[config.mk]
export PLATFORM = sky130hd
export DESIGN_NAME = id_control_pipe
export DESIGN_NICKNAME = d
export VERILOG_FILES = /design/src/rtl/mips_ctrl_pkg.sv /design/src/rtl/id_ctrl_decode.sv /design/src/rtl/id_control_pipe.sv
export SDC_FILE = /design/constraint.sdc
export NUM_CORES = 1
export LEC_CHECK = 0
export BUFFER_PORTS_ARGS = -buffer_cell sky130_fd_sc_hd__buf_2
export CAP_MARGIN = 5
export CORE_AREA = 2 2 43 53
export CTS_BUF_LIST = sky130_fd_sc_hd__clkbuf_16
export CTS_CLUSTER_DIAMETER = 150
export DETAILED_ROUTE_END_ITERATION = 6
export DIE_AREA = 0 0 45 55
export GPL_TIMING_DRIVEN = 0
export PLACE_DENSITY = 0.74
export SLEW_MARGIN = 20
export SYNTH_ARGS = -nofsm -noshare
export SYNTH_HDL_FRONTEND = slang
export SYNTH_SLANG_ARGS = --single-unit
[constraint.sdc]
create_clock -name i_clk -period 0.8 [get_ports i_clk]
set_input_delay 0.08 -clock i_clk [delete_from_list [all_inputs] [get_ports i_clk]]
set_output_delay 0.08 -clock i_clk [all_outputs]
set_load 0.1 [all_outputs]
[src/rtl/mips_ctrl_pkg.sv]
// Shared MIPS control definitions: opcode values, ALU-op class codes and
// the control bundle carried from ID into the ID/EX register.
package mips_ctrl_pkg;

    localparam int NB_OPCODE_PKG = 6;
    localparam int NB_ALUOP_PKG  = 2;

    localparam logic [NB_OPCODE_PKG-1:0] OP_RTYPE = 6'b000000;
    localparam logic [NB_OPCODE_PKG-1:0] OP_LW    = 6'b100011;
    localparam logic [NB_OPCODE_PKG-1:0] OP_SW    = 6'b101011;
    localparam logic [NB_OPCODE_PKG-1:0] OP_BEQ   = 6'b000100;
    localparam logic [NB_OPCODE_PKG-1:0] OP_ADDI  = 6'b001000;
    localparam logic [NB_OPCODE_PKG-1:0] OP_J     = 6'b000010;

    localparam logic [NB_ALUOP_PKG-1:0] ALU_ADD   = 2'b00;
    localparam logic [NB_ALUOP_PKG-1:0] ALU_SUB   = 2'b01;
    localparam logic [NB_ALUOP_PKG-1:0] ALU_FUNCT = 2'b10;

    // One decoded instruction's worth of control. All-zero means "do nothing",
    // which is also what a bubble or a flushed entry carries.
    typedef struct packed {
        logic                    mult_a;
        logic                    mult_b;
        logic                    reg_dst;
        logic                    reg_write;
        logic                    mem_read;
        logic                    mem_write;
        logic                    mem_to_reg;
        logic                    branch;
        logic                    jump;
        logic                    illegal;
        logic [NB_ALUOP_PKG-1:0] alu_op;
    } ctrl_t;

    localparam ctrl_t CTRL_NOP = '0;

endpackage

[src/rtl/id_ctrl_decode.sv]
// Purely combinational opcode decoder. Produces the control bundle for the
// ID/EX register and flags whether the instruction actually reads rt, which
// the load-use hazard check needs.
module id_ctrl_decode
    import mips_ctrl_pkg::*;
#(
    parameter int NB_OPCODE = 6
) (
    input  logic [NB_OPCODE-1:0] i_opcode,
    output ctrl_t                o_ctrl,
    output logic                 o_rt_used
);

    // Opcode table; anything not listed decodes as illegal with no side effects.
    always_comb begin
        o_ctrl    = CTRL_NOP;
        o_rt_used = 1'b0;
        case (i_opcode)
            NB_OPCODE'(OP_RTYPE): begin
                o_ctrl.mult_a    = 1'b1;
                o_ctrl.mult_b    = 1'b1;
                o_ctrl.reg_dst   = 1'b1;
                o_ctrl.reg_write = 1'b1;
                o_ctrl.alu_op    = ALU_FUNCT;
                o_rt_used        = 1'b1;
            end
            NB_OPCODE'(OP_LW): begin
                o_ctrl.mult_a     = 1'b1;
                o_ctrl.reg_write  = 1'b1;
                o_ctrl.mem_read   = 1'b1;
                o_ctrl.mem_to_reg = 1'b1;
                o_ctrl.alu_op     = ALU_ADD;
            end
            NB_OPCODE'(OP_SW): begin
                o_ctrl.mult_a    = 1'b1;
                o_ctrl.mem_write = 1'b1;
                o_ctrl.alu_op    = ALU_ADD;
                o_rt_used        = 1'b1;
            end
            NB_OPCODE'(OP_BEQ): begin
                o_ctrl.mult_a = 1'b1;
                o_ctrl.mult_b = 1'b1;
                o_ctrl.branch = 1'b1;
                o_ctrl.alu_op = ALU_SUB;
                o_rt_used     = 1'b1;
            end
            NB_OPCODE'(OP_ADDI): begin
                o_ctrl.mult_a    = 1'b1;
                o_ctrl.reg_write = 1'b1;
                o_ctrl.alu_op    = ALU_ADD;
            end
            NB_OPCODE'(OP_J): begin
                o_ctrl.jump = 1'b1;
            end
            default: begin
                o_ctrl.illegal = 1'b1;
            end
        endcase
    end

endmodule

[src/rtl/id_control_pipe.sv]
// ID stage control path: decodes the IF/ID opcode into the ID/EX control
// register, detects load-use hazards against the entry already in ID/EX and
// inserts a single bubble when one occurs.
// Build option: define HAZARD_DETECT_EN to enable load-use detection and the
// saturating bubble counter; otherwise o_stall and o_hazard_cnt are tied 0.
module id_control_pipe
    import mips_ctrl_pkg::*;
#(
    parameter int NB_OPCODE = 6,
    parameter int NB_REG    = 5,
    parameter int NB_ALUOP  = 2,
    parameter int NB_CNT    = 8
) (
    input  logic                 i_clk,
    input  logic                 i_reset,
    input  logic                 i_valid,
    input  logic [NB_OPCODE-1:0] i_opcode,
    input  logic [NB_REG-1:0]    i_rs,
    input  logic [NB_REG-1:0]    i_rt,
    input  logic                 i_stall_ext,
    input  logic                 i_flush,
    output logic                 o_valid,
    output logic                 o_signal_control_mult_A,
    output logic                 o_signal_control_mult_B,
    output logic                 o_reg_dst,
    output logic                 o_reg_write,
    output logic                 o_mem_read,
    output logic                 o_mem_write,
    output logic                 o_mem_to_reg,
    output logic                 o_branch,
    output logic                 o_jump,
    output logic                 o_illegal,
    output logic [NB_ALUOP-1:0]  o_alu_op,
    output logic [NB_REG-1:0]    o_rt_ex,
    output logic                 o_stall,
    output logic [NB_CNT-1:0]    o_hazard_cnt
);

    ctrl_t             w_ctrl;
    logic              w_rt_used;
    logic              w_hazard;
    logic              w_bubble;

    logic              r_valid;
    ctrl_t             r_ctrl;
    logic [NB_REG-1:0] r_rt;

    id_ctrl_decode #(
        .NB_OPCODE (NB_OPCODE)
    ) u_decode (
        .i_opcode  (i_opcode),
        .o_ctrl    (w_ctrl),
        .o_rt_used (w_rt_used)
    );

`ifdef HAZARD_DETECT_EN
    logic [NB_CNT-1:0] r_hazard_cnt;

    // Load-use hazard: the ID/EX load writes a nonzero rt that the decoding
    // instruction reads as rs, or as rt when that instruction really uses rt.
    always_comb begin
        w_hazard = r_valid && r_ctrl.mem_read && (r_rt != '0) && i_valid &&
                   ((r_rt == i_rs) || (w_rt_used && (r_rt == i_rt)));
    end

    // Bubble counter bumps once per inserted bubble and sticks at all-ones.
    always_ff @(posedge i_clk or posedge i_reset) begin
        if (i_reset) begin
            r_hazard_cnt <= '0;
        end else if (w_bubble && (r_hazard_cnt != '1)) begin
            r_hazard_cnt <= r_hazard_cnt + 1'b1;
        end
    end

    assign o_hazard_cnt = r_hazard_cnt;
`else
    logic w_unused;

    assign w_unused     = ^{i_rs, w_rt_used};
    assign w_hazard     = 1'b0;
    assign o_hazard_cnt = '0;
`endif

    // Flush and external stall both outrank the hazard, so a bubble is only
    // inserted when the ID/EX register would otherwise load this cycle.
    assign w_bubble = w_hazard && !i_flush && !i_stall_ext;
    assign o_stall  = w_bubble;

    // ID/EX register: flush clears, external stall holds, hazard inserts a
    // bubble, otherwise the fresh decode loads (a bubble when IF/ID is empty).
    always_ff @(posedge i_clk or posedge i_reset) begin
        if (i_reset) begin
            r_valid <= 1'b0;
            r_ctrl  <= CTRL_NOP;
            r_rt    <= '0;
        end else if (i_flush) begin
            r_valid <= 1'b0;
            r_ctrl  <= CTRL_NOP;
            r_rt    <= '0;
        end else if (i_stall_ext) begin
            r_valid <= r_valid;
            r_ctrl  <= r_ctrl;
            r_rt    <= r_rt;
        end else if (w_bubble || !i_valid) begin
            r_valid <= 1'b0;
            r_ctrl  <= CTRL_NOP;
            r_rt    <= '0;
        end else begin
            r_valid <= 1'b1;
            r_ctrl  <= w_ctrl;
            r_rt    <= i_rt;
        end
    end

    assign o_valid                 = r_valid;
    assign o_signal_control_mult_A = r_ctrl.mult_a;
    assign o_signal_control_mult_B = r_ctrl.mult_b;
    assign o_reg_dst               = r_ctrl.reg_dst;
    assign o_reg_write             = r_ctrl.reg_write;
    assign o_mem_read              = r_ctrl.mem_read;
    assign o_mem_write             = r_ctrl.mem_write;
    assign o_mem_to_reg            = r_ctrl.mem_to_reg;
    assign o_branch                = r_ctrl.branch;
    assign o_jump                  = r_ctrl.jump;
    assign o_illegal               = r_ctrl.illegal;
    assign o_alu_op                = NB_ALUOP'(r_ctrl.alu_op);
    assign o_rt_ex                 = r_rt;

endmodule

Word-level counts from Yosys, hierarchy flattened
Cells that the tools add are included.

word-level totals
  register bits = 18
  latch bits = 0
  RAM bits = 0
  bits in read-only memories = 0
  input bits = 21
  output and inout port bits = 27
  word-level logic and storage cells = 43
  memories = 0

operators by class
  $add $sub $neg = 0
  $mul = 0
  divide/modulo/power cells = 0
  $lt $le $gt $ge = 0
  equal/unequal tests = 6
  shifts and indexed selects = 0
  multiplexer cells = 19
  bitwise operators = 0
  reduce and logical (&&, ||, !) cells = 5

operator list
  cell                  count
  $mux W12              3
  $mux W5               3
  $eq A6 B6 Y1 const B  2
  $mux W1               12
  $eq A6 B2 Y1 const B  1
  $eq A6 B3 Y1 const B  1
  $eq A6 B4 Y1 const B  1
  $logic_not A6 Y1      1
  $reduce_or A6 Y1      1
  $reduce_or A5 Y1      1
  $pmux W2 S2           1
  $reduce_or A3 Y1      1
  $ne A2 B1 Y1 const B  1
  $reduce_or A2 Y1      1

Depth between registers and ports, before layout
  word-level depth = 6
  gate-level depth with buffers = 5
  depth with buffers taken out = 3

Cells and area by module
A second synthesis with hierarchy kept.

unflattened totals
  cells, all modules = 103
  area total of the unflattened synthesis = 1012.2 µm²

modules (own cells, without submodules)
  module           times used  cells an instance  area an instance (µm²)  seq. area each (µm²)
  id_control_pipe  1           77                 823.3                   450.4
  id_ctrl_decode   1           26                 188.9                   0.0

Worst setup path before layout
No wires, ideal clock.

  path type = register to output
  start point = register, netlist name o_branch
  end point = output o_alu_op[0]
  arrival time = 1.340 ns
  data required time = 0.720 ns
  setup slack = -0.620 ns
  cell stages (with the launch flop) = 2
  buffers on the path = 1
  cell sequence = dfrtp_1 -> buf_4

RTL lines
  element    RTL line               RTL
  to (decl)  id_control_pipe.sv:33  output logic [NB_ALUOP-1:0] o_alu_op,

Final worst setup path
  start point = register r_ctrl, in the netlist o_mem_to_reg
  end point = output o_mem_to_reg

RTL lines
  element                 RTL line                RTL
  from (decl)             id_control_pipe.sv:45   ctrl_t r_ctrl;
  from (signal assigned)  id_control_pipe.sv:102  r_ctrl <= r_ctrl;
  from (signal assigned)  id_control_pipe.sv:110  r_ctrl <= w_ctrl;
  to (decl)               id_control_pipe.sv:29   output logic o_mem_to_reg,

No word-level cell between the ends.

==> metrics <==
outcome=finished, violations left; Post-Syn Area=approximately 760 um2; FP Rows=18; vias after detailed routing=between 600 and 700; Arrival @ worst endpoint=1020 ps; Die Y=between 50 and 60 um; starting density of the core=between 30% and 40%; Seq/Total Area, Yosys=between 50 and 60%; crit end category=output pin; Fin Hold WS=-94.6 ps; Avg Cell Area, Syn=10.4 um2; CTS tree=done; critical-path maximum fanout=3; synthesized instance count=73; Vias/cell=about 4.7; vias in the first global route=660; # DRC=0; Compound-Gate Fraction of Synth Area=15.9%; largest net degree at the start of global routing=17; time the worst path needs with I/O delays and setup=1100 ps; Pleak=0.655 nW; VDD IR max=0.00120 V; antenna cells=0; Net Sw Frac=approximately 30%; Startpoint Class=flip-flop; slew margin rel.=60.3%; post-synthesis sequential element count=16; fraction of the mapped netlist area in adder cells=0%; Power Total=2.36 mW; CTS root buf=clkbuf_16; IO Pins=48; H-tree levels=1; post-synthesis mux area share=0%; post-route ant nets=0; Core ar.=1980 um2; Final #Nets=142; critical path type=flip-flop to output pin; Worst R2R Setup Slack=-20 ps; Final GP Congestion=0.726; Post-Place Setup Slack=-239 ps; Peak Freq=~900 MHz; Hold Fails Final Rpt=16; clk_skew=0 ps; Worst-path clk slew=50 ps; gr ovfl total=0; Bufs on Longest Clock Path=2; clock sinks=16; Initial DRT Pass Iterations=4; sequential share of power=a little over a third; Synth Warn #=0; Power per Cell Area=1690 nW/um2; Combinational Power Share=24.4%; worst-margin pin slew=595 ps; Final setup viols=25; Die Wd=45 um; most frequent cells in the layout=17 x buf_12, 16 x buf_2, 16 x dfrtp_4, 12 x nand2_1, 12 x buf_4; sw power=707 uW; XOR/XNOR Fraction of Synth Area=0%; Largest register FFs=5; Clock Power Share=39.3%; Synth Area in Simple Gates=between 10% and 20%; initial antenna violation count=0; first-pass GRT wire length=2730 um; worst setup margin=-295 ps; synth unique cells=23; worst-skew pair later-pin latency=240 ps; Buffers on Ports=33; count of final max-slew check failures=0; commonest non-fill, non-tap cell in the layout=buf_12; unrepaired setup endpoints after global routing=yes; worst min-delay path category=input port to async pin; CTS Buf Count=3; Area growth syn-to-layout=84.8%; violated checks=hold timing, setup timing; routed length per placed instance=12.4 um; combinational family with the most area after synthesis=simple AND/OR/NAND/NOR gates; layout cell share with drive strength beyond 1=between 50 and 60%; max cap viols=0; total length of routed wires=1720 um; die area=2480 um2; period utilization=137%; Pint=1.65 mW; GRT Overall Usage=15.1%; Worst Path Required=about 720 ps; Fill cells=140; 1st-iter DRT viols=4
logic make-up (layout without fill, tap and decap cells):
kind of cell	Yosys count	in the layout
other	1	9
AND/OR/NAND/NOR	23	23
AO/OA/AOI/OAI	17	17
flip-flops	16	16
buffers and inverters	16	54
path summary, 6_finish.rpt:
path                            cells past startpoint                     from                      end
worst max-delay path                                2             o_mem_to_reg             o_mem_to_reg
worst min-delay path                                2                  i_reset               o_rt_ex[1]
worst max register to register                      1               o_rt_ex[0]               o_rt_ex[0]
worst min register to register                      2  o_signal_control_mult_B  o_signal_control_mult_B
max in group asynchronous                           2                  i_reset                 o_branch
min in group i_clk                                  2                  i_rt[1]               o_rt_ex[1]
final cells by class:
type                    count  area, um2  area share (%)
inverters                   3       11.3           0.805
multi-input cells          49        283            20.2
flip-flops and latches     16        460            32.9
repair buffers             35        429            30.7
plain buffers              13        115            8.23
clock buffers               3       75.1            5.37
well taps                  20       25.0            1.79
critical path, cell delays in order (launching register included):
cell	delay (ps)
dfrtp_4	490
buf_12	130
buf_12	150
Yosys cell counts:
cell type	n	share of area [%]
o21ai_0	2	1.3
a22o_1	5	5.8
nor3b_4	1	2.5
nand4_1	1	0.83
buf_6	1	1.5
a32o_2	1	1.5
a21oi_1	1	0.66
and3_1	1	0.83
nand3_1	1	0.66
buf_4	11	11
a22oi_1	1	0.99
o21ai_1	5	3.3
conb_1	1	0.50
nor2b_1	1	0.83
inv_1	3	1.5
dfrtp_1	16	53
a32o_1	1	1.3
nand2_1	12	5.9
nor2_1	4	2.0
a21o_1	1	0.99
nand3_2	1	1.3
buf_2	1	0.66
nor3_2	1	1.3
routing by layer:
layer,routed length (um),vias to the layer above,global-route usage [%]
met5,0,-,0
met4,15,0,4.41
met3,103,2,4.22
met2,952,23,28.8
met1,652,312,15.7
li1,-,322,-
power by group through the flow:
stage | logic, mW | clock network (mW) | registers, mW
final | 0.576 | 0.928 | 0.858
after global routing | 0.600 | 0.986 | 0.859
after CTS | 0.564 | 0.941 | 0.859
after detailed placement | 0.508 | 0 | 0.863
after global placement | 0.504 | 0 | 0.862
after floorplan | 0.293 | 0 | 0.992
timing repair:
action                                  4_1_cts  5_1_grt
endpoints found under the setup margin       19       31
buffers inserted                              0        2
pin swaps                                     0        1
endpoints found under the hold margin        16       16
gates resized for setup                      67        2
metrics by stage:
step | hold slack [ps] | setup TNS [ps] | utilization (%) | cell area (um2) | cells
final | -94.6 | -3570 | 70.6 | 1400 | 139
after global routing | -33.2 | -3980 | 70.6 | 1400 | 139
after CTS | -74.8 | -3670 | 69.5 | 1380 | 137
after floorplan | -5.94 | -2010 | - | 863 | 81
after detailed placement | 177 | -4000 | 53.2 | 1050 | 134
after global placement | 164 | -3580 | 53.2 | 1050 | 134
Power figures use the tool's default switching activity.
